$ cat src/rtl/ov7670_emu_pkg.sv
// ov7670_emu_pkg: shared state encoding, RGB565 colours and pattern selects
// for the OV7670 stream emulator.
package ov7670_emu_pkg;

    typedef enum logic [2:0] {
        ST_IDLE,
        ST_VSYNC,
        ST_VBACK,
        ST_ACTIVE,
        ST_HBLANK,
        ST_VFRONT
    } state_e;

    localparam logic [15:0] RGB_WHITE   = 16'hFFFF;
    localparam logic [15:0] RGB_YELLOW  = 16'hFFE0;
    localparam logic [15:0] RGB_CYAN    = 16'h07FF;
    localparam logic [15:0] RGB_GREEN   = 16'h07E0;
    localparam logic [15:0] RGB_MAGENTA = 16'hF81F;
    localparam logic [15:0] RGB_RED     = 16'hF800;
    localparam logic [15:0] RGB_BLUE    = 16'h001F;
    localparam logic [15:0] RGB_BLACK   = 16'h0000;

    // Index 0 (leftmost bar) is the rightmost element of the concatenation.
    localparam logic [7:0][15:0] BAR_COLOURS = {
        RGB_BLACK, RGB_BLUE, RGB_RED, RGB_MAGENTA,
        RGB_GREEN, RGB_CYAN, RGB_YELLOW, RGB_WHITE
    };

    localparam logic [1:0] SEL_RED   = 2'd0;
    localparam logic [1:0] SEL_GREEN = 2'd1;
    localparam logic [1:0] SEL_BLUE  = 2'd2;
    localparam logic [1:0] SEL_BARS  = 2'd3;

endpackage

$ cat src/rtl/ov7670_emu_pattern.sv
// ov7670_emu_pattern: maps pixel column, pattern select and scroll offset to
// an RGB565 colour; purely combinational image content.
module ov7670_emu_pattern
    import ov7670_emu_pkg::*;
#(
    parameter int WIDTH = 176,
    localparam int XW = $clog2(WIDTH)
) (
    input  logic [XW-1:0] x_i,
    input  logic [1:0]    sel_i,
    input  logic [XW-1:0] offset_i,
    output logic [15:0]   colour_o
);

    logic [XW:0]   sum;
    logic [XW-1:0] xs;
    logic [2:0]    bar;

    always_comb begin
        sum      = {1'b0, x_i} + {1'b0, offset_i};
        xs       = (sum >= (XW+1)'(WIDTH)) ? XW'(sum - (XW+1)'(WIDTH)) : sum[XW-1:0];
        bar      = 3'(xs / XW'(WIDTH / 8));
        colour_o = (sel_i == SEL_RED)   ? RGB_RED   :
                   (sel_i == SEL_GREEN) ? RGB_GREEN :
                   (sel_i == SEL_BLUE)  ? RGB_BLUE  : BAR_COLOURS[bar];
    end

endmodule

$ cat src/rtl/ov7670_stream_emulator.sv
// ov7670_stream_emulator: synthetic OV7670 camera bus (PCLK/HREF/VSYNC/DATA).
// Define OV7670_EMU_SCROLL_EN to scroll the colour bars one pixel per frame.
module ov7670_stream_emulator
    import ov7670_emu_pkg::*;
#(
    parameter int WIDTH     = 176,
    parameter int HEIGHT    = 144,
    parameter int VSYNC_LEN = 1568,
    parameter int V_BACK    = 784,
    parameter int H_BLANK   = 144,
    parameter int V_FRONT   = 784
) (
    input  logic       CLK,
    input  logic       RESET_N,
    input  logic       EN,
    input  logic [1:0] PATTERN_SEL,
    output logic       PCLK,
    output logic       HREF,
    output logic       VSYNC,
    output logic [7:0] DATA,
    output logic       FRAME_DONE
);

    localparam int LINE_BYTES = 2 * WIDTH;
    localparam int M1 = (VSYNC_LEN > V_BACK) ? VSYNC_LEN : V_BACK;
    localparam int M2 = (LINE_BYTES > H_BLANK) ? LINE_BYTES : H_BLANK;
    localparam int M3 = (M1 > M2) ? M1 : M2;
    localparam int MAX_CNT = (M3 > V_FRONT) ? M3 : V_FRONT;
    localparam int CW = $clog2(MAX_CNT);
    localparam int YW = $clog2(HEIGHT);
    localparam int XW = $clog2(WIDTH);

    state_e        state_q, state_d;
    logic [CW-1:0] cnt_q, cnt_d;
    logic [YW-1:0] y_q, y_d;
    logic [1:0]    sel_q, sel_d;
    logic          pclk_q, done_q, done_d;
    logic [XW-1:0] offset;
    logic [15:0]   colour;

    always_ff @(posedge CLK or negedge RESET_N) begin
        if (!RESET_N) begin
            state_q <= ST_IDLE;
            cnt_q   <= '0;
            y_q     <= '0;
            sel_q   <= '0;
            pclk_q  <= 1'b0;
            done_q  <= 1'b0;
        end else begin
            state_q <= state_d;
            cnt_q   <= cnt_d;
            y_q     <= y_d;
            sel_q   <= sel_d;
            pclk_q  <= ~pclk_q;
            done_q  <= done_d;
        end
    end

    // Everything but PCLK and FRAME_DONE advances only on the PCLK falling edge.
    always_comb begin
        state_d = state_q;
        cnt_d   = cnt_q;
        y_d     = y_q;
        sel_d   = sel_q;
        done_d  = 1'b0;
        if (pclk_q) begin
            cnt_d = cnt_q + 1'b1;
            case (state_q)
                ST_IDLE: begin
                    cnt_d = '0;
                    if (EN) begin
                        state_d = ST_VSYNC;
                        sel_d   = PATTERN_SEL;
                    end
                end
                ST_VSYNC: if (cnt_q == CW'(VSYNC_LEN - 1)) begin
                    state_d = ST_VBACK;
                    cnt_d   = '0;
                end
                ST_VBACK: if (cnt_q == CW'(V_BACK - 1)) begin
                    state_d = ST_ACTIVE;
                    cnt_d   = '0;
                    y_d     = '0;
                end
                ST_ACTIVE: if (cnt_q == CW'(LINE_BYTES - 1)) begin
                    state_d = ST_HBLANK;
                    cnt_d   = '0;
                end
                ST_HBLANK: if (cnt_q == CW'(H_BLANK - 1)) begin
                    cnt_d = '0;
                    if (y_q == YW'(HEIGHT - 1)) begin
                        state_d = ST_VFRONT;
                        done_d  = 1'b1;
                    end else begin
                        state_d = ST_ACTIVE;
                        y_d     = y_q + 1'b1;
                    end
                end
                ST_VFRONT: if (cnt_q == CW'(V_FRONT - 1)) begin
                    cnt_d   = '0;
                    state_d = EN ? ST_VSYNC : ST_IDLE;
                    sel_d   = PATTERN_SEL;
                end
                default: begin
                    state_d = ST_IDLE;
                    cnt_d   = '0;
                end
            endcase
        end
    end

`ifdef OV7670_EMU_SCROLL_EN
    logic [XW-1:0] offset_q;

    always_ff @(posedge CLK or negedge RESET_N) begin
        if (!RESET_N)
            offset_q <= '0;
        else if (done_q)
            offset_q <= (offset_q == XW'(WIDTH - 1)) ? '0 : offset_q + 1'b1;
    end

    assign offset = offset_q;
`else
    assign offset = '0;
`endif

    ov7670_emu_pattern #(.WIDTH(WIDTH)) u_pattern (
        .x_i      (XW'(cnt_q >> 1)),
        .sel_i    (sel_q),
        .offset_i (offset),
        .colour_o (colour)
    );

    assign PCLK       = pclk_q;
    assign HREF       = (state_q == ST_ACTIVE);
    assign VSYNC      = (state_q == ST_VSYNC);
    assign DATA       = HREF ? (cnt_q[0] ? colour[7:0] : colour[15:8]) : 8'h00;
    assign FRAME_DONE = done_q;

endmodule
$ cat config.mk
export PLATFORM = sky130hd
export DESIGN_NAME = ov7670_stream_emulator
export DESIGN_NICKNAME = d
export VERILOG_FILES = /design/src/rtl/ov7670_emu_pkg.sv /design/src/rtl/ov7670_emu_pattern.sv /design/src/rtl/ov7670_stream_emulator.sv
export SDC_FILE = /design/constraint.sdc
export NUM_CORES = 1
export LEC_CHECK = 0
export CAP_MARGIN = 20
export CORE_UTILIZATION = 61
export CTS_CLUSTER_SIZE = 12
export DETAILED_ROUTE_END_ITERATION = 16
export PLACE_DENSITY_LB_ADDON = 0.05
export SLEW_MARGIN = 20
export SYNTH_ARGS = -nofsm -noshare
export SYNTH_HDL_FRONTEND = slang
export SYNTH_HIERARCHICAL = 1
export SYNTH_SLANG_ARGS = --single-unit
export TNS_END_PERCENT = 50
$ cat constraint.sdc
create_clock -name CLK -period 6.11 [get_ports CLK]
set_clock_uncertainty 0.2 [all_clocks]
set_input_delay 1.5275 -clock CLK [delete_from_list [all_inputs] [get_ports CLK]]
set_output_delay 1.5275 -clock CLK [all_outputs]
set_load 0.02 [all_outputs]
After elaboration in Yosys (flattened, before gate mapping)
Memories as Yosys holds them, arrays and structs flattened.
Cells that the tools add are included.
{ "totals": {"mem_bits_ro": 128, "ff_bits": 26, "inputBits": 5, "wordCells": 73, "mem_count": 1} }
{ "memory_table": {"columns": ["memory", "words", "word_bits", "rd", "rd_ports_with_merged_regs", "wr", "line", "source"], "rows": [
  ["(no name shown)", 8, 16, 1, 0, 0, "ov7670_emu_pattern.sv:25", "(sel_i == SEL_BLUE) ? RGB_BLUE : BAR_COLOURS[bar];"]
]} }
{ "op_classes": {"magnitude_cmp": 2, "eq_ne": 19, "div_mod_pow": 1, "reduce_logical": 8, "muxes": 32, "bitwise_logic": 1, "add_sub_neg": 3} }
{ "op_table": {"columns": ["cell", "count"], "rows": [
  ["16-bit 2-to-1 mux", 4],
  ["8-bit 2-to-1 mux", 6],
  ["11-bit 2-to-1 mux", 4],
  ["11-bit case mux with 4 select lines", 1],
  ["3-bit 2-to-1 mux", 7],
  ["3-bit case mux with 6 select lines", 1],
  ["8-bit case mux with 2 select lines", 1],
  ["11-bit by 1-bit adder with 11-bit output (second input constant)", 1],
  ["11-bit by 10-bit == test with 1-bit output (second input constant)", 1],
  ["11-bit == test (second input constant)", 1],
  ["11-bit by 8-bit == test with 1-bit output (second input constant)", 1],
  ["11-bit by 9-bit == test with 1-bit output (second input constant)", 1],
  ["2-bit != test (second input constant)", 5],
  ["8-bit by 1-bit adder with 8-bit output (second input constant)", 1],
  ["8-bit by 5-bit divider with 8-bit output (second input constant)", 1],
  ["8-bit == test (second input constant)", 1],
  ["8-bit greater-or-equal comparator (second input constant)", 1],
  ["8-bit subtractor (second input constant)", 1],
  ["7-bit AND reduction", 1],
  ["3-bit by 2-bit == test with 1-bit output (second input constant)", 2],
  ["3-bit == test (second input constant)", 2],
  ["1-bit 2-to-1 mux", 5],
  ["5-bit AND reduction", 1],
  ["3-bit by 4-bit < comparator with 1-bit output (second input constant)", 1],
  ["12 further kinds", 15]
]} }

Logic depth before layout (Yosys ltp)
{ "depth": {"ltp_word": 10, "ltp_mapped": 21, "mapped_depth_nobuf": 20} }

By module
Netlist, hierarchy kept.
{ "by_module_without_submodules": {"columns": ["mod", "area_each_um2", "instances", "seq_area_each_um2", "cells_per_inst"], "rows": [
  ["ov7670_stream_emulator", 1685.4, 1, 650.6, 187],
  ["ov7670_emu_pattern", 1209.9, 1, 0.0, 156]
]} }

Least setup slack after synthesis
Ideal clock, no wire load.
{ "synth_timing": {"path_kind": "register -> output", "startpoint": "register cnt_q[6]", "endpoint": "output DATA[1]", "n_path_buf": 1, "t_arrival_ns": 4.340, "setup_slack_ns": 0.042, "stages_incl_launch_ff": 17, "cell_sequence": "dfrtp_1 ha_1 o41ai_2 or2_1 inv_1 ha_1 and2_1 a211o_1 a211o_4 a21o_1 a31oi_4 a211oi_1 o31a_1 o22ai_1 buf_4 mux2i_1 nor2_1"} }
{ "synth_via": {"elab_chain_cells": 10, "elab_cells_between_ends": 11, "classes_between": "1 x add/sub; 1 x div; 1 x order compare; 7 x mux; 1 x memory"} }
{ "synth_rtl": {"columns": ["element", "line", "source"], "rows": [
  ["from (decl)", "ov7670_stream_emulator.sv:34", "logic [CW-1:0] cnt_q, cnt_d;"],
  ["from (signal assigned)", "ov7670_stream_emulator.sv:51", "cnt_q <= cnt_d;"],
  ["8-bit subtractor or 8-bit greater-or-equal comparator (tied branches)", "ov7670_emu_pattern.sv:21", "xs = (sum >= (XW+1)'(WIDTH)) ? XW'(sum - (XW+1)'(WIDTH)) : sum[XW-1:0];"],
  ["8-bit 2-to-1 mux *", "ov7670_emu_pattern.sv:21", null],
  ["8-bit by 5-bit divider with 8-bit output *", "ov7670_emu_pattern.sv:22", "bar = 3'(xs / XW'(WIDTH / 8));"],
  ["memory read 8 x 16 bit *", null, null],
  ["16-bit 2-to-1 mux (not written as such) *", "ov7670_emu_pattern.sv:25", null],
  ["16-bit 2-to-1 mux *", "ov7670_emu_pattern.sv:25", null],
  ["16-bit 2-to-1 mux *", "ov7670_emu_pattern.sv:24", "(sel_i == SEL_GREEN) ? RGB_GREEN :"],
  ["16-bit 2-to-1 mux *", "ov7670_emu_pattern.sv:23", "colour_o = (sel_i == SEL_RED) ? RGB_RED :"],
  ["via colour[1]", "ov7670_stream_emulator.sv:39", "logic [15:0] colour;"],
  ["8-bit 2-to-1 mux * (2 in a row)", "ov7670_stream_emulator.sv:137", "assign DATA = HREF ? (cnt_q[0] ? colour[7:0] : colour[15:8]) : 8'h00;"],
  ["to (decl)", "ov7670_stream_emulator.sv:20", "output logic [7:0] DATA,"]
]} }
Mark *: on every way through the listed nets, which the timed path passes. The rest lies on a longest branch. The select of a mux whose other input is x is not followed.

Worst setup path in the final report
{ "layout_timing": {"startpoint": "register cnt_q[6]", "endpoint": "output DATA[0]"} }
Same word-level chain as after synthesis.

==> impl_results.html <==
<table>
<tr><th>Metric</th><th>Value</th></tr>
<tr><th colspan="2">Worst setup path</th></tr>
<tr><td>Critical setup path kind</td><td>reg -&gt; out</td></tr>
<tr><td>Signal arrival time at the worst endpoint</td><td>4.21 ns</td></tr>
<tr><td>Max stage delay on crit path</td><td>0.42 ns</td></tr>
<tr><td>Kind of end point of the critical path</td><td>output port</td></tr>
<tr><td>CP Data Required Time</td><td>4.38 ns</td></tr>
<tr><td>Top fanout value on the critical path</td><td>5</td></tr>
<tr><td>Cell-by-cell listing of the critical path</td><td>ha_4 -&gt; o41ai_4 -&gt; or2_1 -&gt; inv_1 -&gt; ha_1 -&gt; inv_1 -&gt; or3_1 -&gt; o21ai_2 -&gt; a211o_1 -&gt; a211o_4 -&gt; a21o_1 -&gt; a31oi_4 -&gt; a211oi_1 -&gt; o31a_1 -&gt; o22ai_4 -&gt; mux2i_1 -&gt; nor2_1 -&gt; clkdlybuf4s15_2</td></tr>
<tr><td>Top Family by Delay on Critical Path</td><td>compound AO/OA/AOI/OAI gates</td></tr>
<tr><td>Buffers plus inverters on the worst setup path</td><td>3</td></tr>
<tr><td>Slowest CP cell</td><td>dfrtp_1</td></tr>
<tr><td>Setup crit start kind</td><td>flip-flop</td></tr>
<tr><td>Crit path top cell by count</td><td>inv_1</td></tr>
<tr><th colspan="2">STA</th></tr>
<tr><td>Worst path setup slack after routing</td><td>0.1768 ns</td></tr>
<tr><td>Min Hold Slack</td><td>0.3070 ns</td></tr>
<tr><td>Setup Viol. Count Final</td><td>0</td></tr>
<tr><td>Shortest clock period the worst path allows after layout</td><td>5.933 ns</td></tr>
<tr><td>Achievable clock frequency</td><td>0.1685 GHz</td></tr>
<tr><td>Sum of negative setup slack</td><td>0 ns</td></tr>
<tr><td>Number of slew-limit violations in the final report</td><td>0</td></tr>
<tr><td>Final cycle utilization of the critical path</td><td>0.9711</td></tr>
<tr><td>Relative slew slack</td><td>0.5339</td></tr>
<tr><td>Hold Fails Final Rpt</td><td>0</td></tr>
<tr><td>RSZ-0062 raised after global routing</td><td>true</td></tr>
<tr><td>Tightest Pin Transition</td><td>0.6941 ns</td></tr>
<tr><th colspan="2">Drt</th></tr>
<tr><td>Total wire length after detailed routing</td><td>6542 um</td></tr>
<tr><td>Post-route antenna net violation count</td><td>0</td></tr>
<tr><td>1st-iter DRT viols</td><td>196</td></tr>
<tr><td>Post-DR vias/cell</td><td>6.430</td></tr>
<tr><td>Routed wirelength normalized by instance count</td><td>15.61 um</td></tr>
<tr><td>Detailed-routing iteration count for the pre-antenna-repair pass</td><td>5</td></tr>
<tr><td>Via total after detailed routing</td><td>2,694</td></tr>
<tr><td>DRC violation count after routing</td><td>0</td></tr>
<tr><th colspan="2">GRT</th></tr>
<tr><td>Vias in the first global route</td><td>2,459</td></tr>
<tr><td>Largest net degree at the start of global routing</td><td>27</td></tr>
<tr><td>Global-route wire length before repair</td><td>11,070 um</td></tr>
<tr><td>Total gr overflow</td><td>0</td></tr>
<tr><td>GRT Overall Usage</td><td>0.2665</td></tr>
<tr><td>Number of antenna violations at the first check in global routing</td><td>0</td></tr>
<tr><th colspan="2">Yosys</th></tr>
<tr><td>Average size of a mapped cell</td><td>8.441 um2</td></tr>
<tr><td>Sequential share of the synthesized area</td><td>0.2247</td></tr>
<tr><td>Number of enable flip-flop cells after synthesis</td><td>0</td></tr>
<tr><td>Most used flip-flop cell after synthesis</td><td>dfrtp_1</td></tr>
<tr><td>Synth Instances</td><td>343</td></tr>
<tr><td>Cell area after synthesis</td><td>2895 um2</td></tr>
<tr><td>Ys async rst share</td><td>1.000</td></tr>
<tr><td>Number of synthesis warnings</td><td>6</td></tr>
<tr><td>Number of synthesized register bits</td><td>26</td></tr>
<tr><td>Count of different cell masters after synthesis</td><td>86</td></tr>
<tr><th colspan="2">Floorplanning</th></tr>
<tr><td>Row Count</td><td>24</td></tr>
<tr><td>Initial core utilization</td><td>0.6515</td></tr>
<tr><td>Vertical die dimension</td><td>70.90 um</td></tr>
<tr><td>Std-Cell Core Area</td><td>4444 um2</td></tr>
<tr><td>DIE AREA</td><td>5026 um2</td></tr>
<tr><td>Top Ports</td><td>17</td></tr>
<tr><td>Die width</td><td>70.90 um</td></tr>
<tr><th colspan="2">CTS</th></tr>
<tr><td>Sinks on the clock net</td><td>26</td></tr>
<tr><td>Clock latency on the worst-skew pair</td><td>0.26 ns</td></tr>
<tr><td>Number of buffers added to fix hold violations after cts</td><td>0</td></tr>
<tr><td>Clk pin slew, worst setup/hold paths</td><td>0.09 ns</td></tr>
<tr><td>TritonCTS clock tree</td><td>done</td></tr>
<tr><td>Max Buffers Root-to-Sink</td><td>2</td></tr>
<tr><td>H-tree levels</td><td>1</td></tr>
<tr><td>Number of CTS-inserted buffers</td><td>3</td></tr>
<tr><td>Root buffer selected by CTS</td><td>clkbuf_8</td></tr>
<tr><th colspan="2">Job</th></tr>
<tr><td>Count of maximum capacitance violations</td><td>0</td></tr>
<tr><th colspan="2">Final layout</th></tr>
<tr><td>Growth of design area from synthesis to finish</td><td>11.80%</td></tr>
<tr><td>Count of nets after finishing</td><td>386</td></tr>
<tr><td>Fraction of final layout cells sized beyond drive strength 1</td><td>0.1989</td></tr>
<tr><td>Commonest non-fill, non-tap cell in the layout</td><td>nand2_1</td></tr>
<tr><td>Filler cell count</td><td>366</td></tr>
<tr><td>Post-Route Utilization</td><td>0.7283</td></tr>
<tr><td>Non-Filler Cell Area, Final</td><td>3237 um2</td></tr>
<tr><td>Diodes inserted</td><td>0</td></tr>
<tr><td>Most frequent cells in the layout</td><td>nand2_1, nor2_1, dfrtp_1</td></tr>
<tr><th colspan="2">Place</th></tr>
<tr><td>PortBufs</td><td>16</td></tr>
<tr><td>DP HPWL</td><td>4904 um</td></tr>
<tr><td>Worst slack, placed</td><td>-0.1117 ns</td></tr>
<tr><td>Routability congestion estimate from global placement</td><td>0.9054</td></tr>
<tr><td>Post-place instance area</td><td>3123 um2</td></tr>
<tr><th colspan="2">Min path</th></tr>
<tr><td>Worst hold-check path type</td><td>reg -&gt; reg</td></tr>
<tr><th colspan="2">Power</th></tr>
<tr><td>Peak supply drop</td><td>0.0002931 V</td></tr>
<tr><td>Pwr dens</td><td>302.2 nW/um2</td></tr>
<tr><td>Leakage power figure</td><td>1.329 nW</td></tr>
<tr><th colspan="2">Status</th></tr>
<tr><td>Status</td><td>complete, no violations</td></tr>
</table>
-- cell usage after synthesis (3+ instances only) --
cell type / number / area [um2]
a211o_1: 5 / 43.79
a211oi_1: 5 / 37.54
a21o_1: 3 / 22.52
a21oi_1: 7 / 35.03
a22o_1: 3 / 26.28
a22o_2: 3 / 30.03
a31oi_1: 5 / 31.28
and3_1: 7 / 43.79
buf_2: 4 / 20.02
buf_4: 14 / 105.1
clkbuf_1: 4 / 15.01
dfrtp_1: 26 / 650.6
ha_1: 11 / 137.6
inv_1: 14 / 52.55
mux2_2: 4 / 45.04
mux2i_1: 14 / 140.1
nand2_1: 31 / 116.4
nand3_1: 16 / 80.08
nand4_1: 4 / 25.02
nor2_1: 27 / 101.4
nor2b_1: 3 / 18.77
nor3_1: 9 / 45.04
nor3b_1: 3 / 22.52
o211ai_1: 6 / 45.04
o21a_1: 7 / 52.55
o21ai_0: 23 / 115.1
o21ai_1: 6 / 30.03
o22ai_1: 3 / 18.77
or3_1: 3 / 18.77
xor2_1: 4 / 35.03
-- kinds of logic after synthesis --
kind of cell	Yosys count	share of synthesized area
AOI/OAI and AO/OA	113	0.3185
xor gates and xnor gates	9	0.03501
other	1	0.001295
muxes	18	0.06396
DFF	26	0.2247
and+or+nand+nor	127	0.2342
adders and majority gates	12	0.05445
buffers and inverters	37	0.06784
-- layer usage --
layer	vias to the layer above	routed length, um	GRT usage
li1	1332	-	-
met4	0	38	0.02667
met3	6	250	0.03276
met2	68	3026	0.4594
met1	1288	3227	0.3726
met5	-	0	0
-- layout make-up --
cell class                      count  area (um2)  area share
Clock buffer                        3       41.29     0.01276
Inverter                           15       56.30     0.01739
Multi-Input combinational cell    288        2138      0.6606
Sequential cell                    26       650.6      0.2010
Tap cell                           52       65.06     0.02010
Timing Repair Buffer               35       285.3     0.08813
-- repair_timing --
| action | 4_1_cts | 5_1_grt |
|---|---|---|
| setup buffers | 0 | 4 |
| endpoints found under the setup margin | 8 | 8 |
| gates resized for setup | 23 | 14 |
| pin swaps | 0 | 4 |
-- registers in the layout (all words and copies together) (netlist names) --
name	cells
FRAME_DONE	1
PCLK	1
cnt_q	11
sel_q	2
state_q	3
y_q	8
-- worst paths after layout --
path,start,slack (ns),cells after the start,end
setup reg to reg,cnt_q[0],3.19,7,cnt_q[3]
hold reg to reg,y_q[1],0.31,2,y_q[1]
setup / recovery,cnt_q[6],0.18,18,DATA[0]
hold / removal,y_q[1],0.31,2,y_q[1]
max in group asynchronous,RESET_N,4.03,2,cnt_q[0]
min in group asynchronous,RESET_N,1.42,2,y_q[4]
-- where the power goes --
group / internal (mW) / leakage [nW] / switching, mW / total (mW)
Sequential: 0.198 / 0.346 / 0.0644 / 0.262
Clock: 0.0441 / 0.0216 / 0.0498 / 0.0939
Combinational: 0.280 / 0.962 / 0.342 / 0.622
-- tightest hold or removal path, cell delays in order (launching register included) --
cell and delay, ns:
dfrtp_1 0.36, nand2_1 0.05, o21ai_0 0.06
-- through the flow --
step	power (mW)	std cells
after floorplan	0.7887	351
after global placement	0.8527	412
after detailed placement	0.8592	412
after CTS	0.9563	415
after global routing	1.061	419
final	0.9781	419
(Power assumes the default switching activity.)
